**src/rtl/frame_capture.sv**
```systemverilog
// frame_capture: turns the (x, y, colour, plot) pixel stream for the 160x120,
// 3-bit-colour screen back into linear writes on a single-port 19200x3 RAM
// (address = y*160 + x). Outside a capture the readback address rd_addr is
// forwarded to the RAM instead.
// Optional build macro FRAME_CAPTURE_CLEAR_EN: every arm first zero-fills the
// whole RAM (CLEAR state) before capture begins.
module frame_capture (
   input  logic        clk,
   input  logic        rst,
   input  logic        arm,
   input  logic        abort,
   input  logic        plot,
   input  logic [7:0]  x,
   input  logic [6:0]  y,
   input  logic [2:0]  colour,
   input  logic [14:0] rd_addr,
   output logic [14:0] ram_address,
   output logic [2:0]  ram_data,
   output logic        ram_wren,
   output logic        busy,
   output logic        done,
   output logic [14:0] pixel_count,
   output logic        dropped
);

   localparam logic [7:0]  WIDTH      = 8'd160;
   localparam logic [6:0]  HEIGHT     = 7'd120;
   localparam logic [14:0] LAST_ADDR  = 15'd19199;
   localparam logic [14:0] NUM_PIXELS = 15'd19200;

   typedef enum logic [1:0] {
      IDLE    = 2'd0,
      CLEAR   = 2'd1,
      CAPTURE = 2'd2,
      DONE    = 2'd3
   } state_t;

   state_t      state;

   // Stage 1: the pixel as presented on the previous edge.
   logic        s1_plot;
   logic [7:0]  s1_x;
   logic [6:0]  s1_y;
   logic [2:0]  s1_colour;

   logic        s1_in_range;
   logic [14:0] s1_addr;

`ifdef FRAME_CAPTURE_CLEAR_EN
   logic [14:0] clr_cnt;
`endif

   // Bounds check and linear address of the stage-1 pixel; y*160 = y*128 + y*32.
   always_comb begin
      // NOTE: every signal of a combinational block is assigned on every path,
      // otherwise the tool has to remember the old value and infers a latch.
      s1_in_range = (s1_x < WIDTH) && (s1_y < HEIGHT);
      s1_addr     = ({8'd0, s1_y} << 7) + ({8'd0, s1_y} << 5) + {7'd0, s1_x};
   end

   // Both status flags are straight decodes of the state register.
   assign busy = (state == CLEAR) || (state == CAPTURE);
   assign done = (state == DONE);

   // Control FSM, pixel pipeline, RAM port registers and capture statistics.
   always_ff @(posedge clk or negedge rst) begin
      // NOTE: state is updated with non-blocking assignments so every register
      // in this block sees the pre-edge value of every other register.
      if (!rst) begin
         state       <= IDLE;
         s1_plot     <= 1'b0;
         s1_x        <= '0;
         s1_y        <= '0;
         s1_colour   <= '0;
         ram_address <= '0;
         ram_data    <= '0;
         ram_wren    <= 1'b0;
         pixel_count <= '0;
         dropped     <= 1'b0;
`ifdef FRAME_CAPTURE_CLEAR_EN
         clr_cnt     <= '0;
`endif
      end else if (abort) begin
         // Cancel wins over everything; statistics of the cancelled run hold.
         state    <= IDLE;
         ram_wren <= 1'b0;
         s1_plot  <= 1'b0;
      end else begin
         case (state)
            IDLE, DONE: begin
               ram_wren    <= 1'b0;
               ram_address <= rd_addr;
               s1_plot     <= 1'b0;
               if (arm) begin
                  pixel_count <= '0;
                  dropped     <= 1'b0;
`ifdef FRAME_CAPTURE_CLEAR_EN
                  clr_cnt     <= '0;
                  state       <= CLEAR;
`else
                  state       <= CAPTURE;
`endif
               end
            end
`ifdef FRAME_CAPTURE_CLEAR_EN
            CLEAR: begin
               // Zero-fill one address per cycle; incoming plots are ignored.
               ram_address <= clr_cnt;
               ram_data    <= '0;
               ram_wren    <= 1'b1;
               s1_plot     <= 1'b0;
               if (clr_cnt == LAST_ADDR) begin
                  state <= CAPTURE;
               end else begin
                  clr_cnt <= clr_cnt + 15'd1;
               end
            end
`endif
            CAPTURE: begin
               s1_plot   <= plot;
               s1_x      <= x;
               s1_y      <= y;
               s1_colour <= colour;
               if (s1_plot && s1_in_range) begin
                  ram_address <= s1_addr;
                  ram_data    <= s1_colour;
                  ram_wren    <= 1'b1;
                  if (pixel_count != NUM_PIXELS) begin
                     pixel_count <= pixel_count + 15'd1;
                  end
                  // Writing the last pixel closes the frame; this write still goes out.
                  if (s1_addr == LAST_ADDR) begin
                     state   <= DONE;
                     s1_plot <= 1'b0;
                  end
               end else begin
                  ram_wren <= 1'b0;
                  if (s1_plot) begin
                     dropped <= 1'b1;
                  end
               end
            end
            default: begin
               state    <= IDLE;
               ram_wren <= 1'b0;
               s1_plot  <= 1'b0;
            end
         endcase
      end
   end

endmodule
```
**config.mk**
```make
export PLATFORM = sky130hd
export DESIGN_NAME = frame_capture
export DESIGN_NICKNAME = d
export VERILOG_FILES = /design/src/rtl/frame_capture.sv
export SDC_FILE = /design/constraint.sdc
export NUM_CORES = 1
export LEC_CHECK = 0
export ABC_CLOCK_PERIOD_IN_PS = 3640
export BUFFER_PORTS_ARGS = -buffer_cell sky130_fd_sc_hd__buf_2
export CAP_MARGIN = 5
export CORE_MARGIN = 8
export CORE_UTILIZATION = 30
export CTS_BUF_LIST = sky130_fd_sc_hd__clkbuf_8 sky130_fd_sc_hd__clkbuf_16
export DETAILED_ROUTE_END_ITERATION = 16
export GPL_TIMING_DRIVEN = 0
export PLACE_DENSITY = 0.56
export SLEW_MARGIN = 25
export SYNTH_ARGS = -nofsm -noshare
export SYNTH_HDL_FRONTEND = slang
export SYNTH_SLANG_ARGS = --single-unit
```
**constraint.sdc**
```tcl
create_clock -name clk -period 3.64 [get_ports clk]
set_input_delay 0.364 -clock clk [delete_from_list [all_inputs] [get_ports clk]]
set_output_delay 0.364 -clock clk [all_outputs]
set_load 0.01 [all_outputs]
```
==> results.yml <==
route:
  drtPass1Iterations: 4
  wire_per_inst_um: 14.70
  vias_per_cell: 4.608
  route.detailed.drc: 0
  dr_total_vias: 2493
  first_iter_violations: 122
  wirelength_mm: 7.955
  drtAntennaViolNets: 0
final_layout:
  n_fill_cell: 1050
  area.sequential_mm2: 0.001401
  final_area_mm2: 0.003715
  finish.utilization: 0.3664
  syn2layout_area_growth_pct: 21.23
  num_antenna_cells: 0
  drive_gt1_frac: 0.2469
  multi_input_area_mm2: 0.001543
  stdcell_count: 541
  final_nets: 462
status:
  status: "finished clean"
timing:
  hold-worst-slack_ns: 0.1047
  finalHoldViolCount: 0
  fin_skew_ns: 0.006278
  setup_tns_ns: 0
  drv_slew: 0
  rsz0062_at_grt: "no"
  layout_setup_ws_ns: 0.6555
  setup_viol: 0
  period_needed_ns: 2.984
  timing.final.crit_share: 0.8199
  timing.fmax_mhz: 335.1
  tightest_slew_ns: 0.7131
  slew_headroom: 0.5246
clocking:
  tritoncts: "yes"
  cts-root-buf: "clkbuf_8"
  cts_max_path_buffers: 2
  cts_resized: 0
  insertion_delay_ns: 0.31
  cts_setup_buffers: 0
  cts_buffers: 5
  cts.clk_slew.worst_paths_ns: 0.10
  htree_levels: 2
  hold_buffers: 0
  clock-sinks: 56
global_route:
  grt_pass1_vias: 2564
  grt_start_max_net_pins: 57
  track_usage: 0.1207
  grt_pass1_wl_mm: 12.92
  overflow: 0
  antenna_found_initial: 0
setup_path:
  r2r_start: "s1_x[7]$_DFFE_PN0P_"
  cp_top_family: "adder cells"
  worst_setup_path_end_kind: "register"
  arrival_ns: 3.19
  required_ns: 3.84
  reg2reg_to: "s1_plot$_DFF_PN0_"
  crit_chain: "inv_1 > fa_1 > inv_1 > ha_1 > a211oi_1 > nor2_1 > xor2_1 > nor3b_1 > a31oi_1 > and2_1"
  rrSetupSlack_ns: 0.66
  worst_path_max_delay_cell: "fa_1"
  critical_path_class: "reg -> reg"
  cp.buffers_inverters: 2
  critPathMaxFanout: 3
  critPathMaxStageDelay_ns: 0.61
  r2r_cells: 10
  cp-start-kind: "register"
  crit_top_cell: "inv_1"
power_and_ir_drop:
  powerDensity_mw_per_mm2: 625.1
  total_power_mw: 2.322
  irDropWorstVdd_uv: 272.3
  p_leak_nw: 1.806
floorplanning:
  start_util: 0.3022
  dieArea_mm2: 0.01370
  coreArea_mm2: 0.01014
  die_w_um: 117.1
  die_h_um: 117.1
  ios: 75
  rows: 37
yosys:
  ys_warn_count: 0
  synth.most_common_cell: "nand2_1"
  synthFlopType: "dfrtp_1"
  seq_area_frac_synth: 0.4573
  synth_cells: 323
  synth_edf_count: 0
  ys_top_cells_by_area: "dfrtp_1 46%, ha_1 7.3%, nand2_1 7.1%"
  synthArstFlopShare: 1.000
  yosysTopAreaCellShare: 0.4573
  synth.distinct_cells: 44
  avgSynthCellArea_um2: 9.487
  yosysTopAreaCell: "dfrtp_1"
  syn_nets: 381
  ys_top_cells_by_count: "58 x nand2_1, 56 x dfrtp_1, 42 x nor2_1, 20 x a21oi_1"
  ys_ff_latch: 56
  syn_area_mm2: 0.003064
place:
  port_buffers: 74
  post-place-ws_ns: 0.6853
  dp_cells: 533
  dpl.hpwl_mm: 6.188
  dpl_cell_area_mm2: 0.003607
  gp_congestion: 0.8534
worst_hold_path:
  hp-class: "in -> async"
run:
  maxCapViolations: 0
## power by group
part	total (mW)	internal (mW)	switching, mW
logic	0.994	0.426	0.568
clock network	0.405	0.202	0.203
registers	0.922	0.792	0.130
## placed cells by master, fill, tap and decap left out, drive strengths merged, types with 4 or more instances in the layout
| master | netlist | layout |
|---|---|---|
| buf | 4 | 78 |
| nand2 | 58 | 58 |
| dfrtp | 56 | 56 |
| nor2 | 42 | 42 |
| a21oi | 20 | 20 |
| inv | 18 | 19 |
| ha | 18 | 18 |
| xnor2 | 14 | 14 |
| mux2i | 13 | 13 |
| clkbuf | 7 | 12 |
| o21ai | 9 | 9 |
| nor3 | 8 | 8 |
| mux2 | 5 | 5 |
| nand3 | 5 | 5 |
| a31oi | 4 | 4 |
| nand4 | 4 | 4 |
| xor2 | 4 | 4 |
## logic make-up (layout without fill, tap and decap cells)
logic type / after synthesis / after routing / share of synthesized area
simple gates: 138 / 138 / 0.2181
fa+ha+maj: 20 / 20 / 0.08657
xor+xnor: 18 / 18 / 0.05145
mux: 18 / 18 / 0.06084
compound gates: 44 / 44 / 0.08656
flops: 56 / 56 / 0.4573
buf+inv: 29 / 111 / 0.03920
## final cells by class
cell class,count,share of cell area
sequential,56,0.3772
buffer,11,0.01415
clock inverter,3,0.01044
tap,136,0.04581
multi-input combinational,238,0.4153
clock buffer,5,0.01852
inverter,18,0.01819
timing repair buffer,74,0.1004
## worst max path at each step
stage                     cells after the start                 from                    to
after CTS                                    10  s1_x[7]$_DFFE_PN0P_     s1_plot$_DFF_PN0_
final                                        10  s1_x[7]$_DFFE_PN0P_     s1_plot$_DFF_PN0_
after detailed placement                     10  s1_x[7]$_DFFE_PN0P_     s1_plot$_DFF_PN0_
after global routing                         10  s1_y[0]$_DFFE_PN0P_  state[1]$_DFFE_PN0P_
after floorplan                               9  s1_y[0]$_DFFE_PN0P_  state[1]$_DFFE_PN0P_
after global placement                       10  s1_x[7]$_DFFE_PN0P_     s1_plot$_DFF_PN0_
## sequential cells by signal, summed over array words and instances (netlist names)
signal,count
pixel_count,15
dropped,1
ram_address,15
s1_colour,3
ram_data,3
state,2
s1_x,8
s1_plot,1
ram_wren,1
s1_y,7
## per-layer routing
metal  share of wire  GRT usage
met3           0.053    0.02617
met2            0.49     0.2034
met1            0.45     0.1546
met4           0.011    0.02730
met5               0          0
Note: power is estimated with default switching activity, not from simulation.
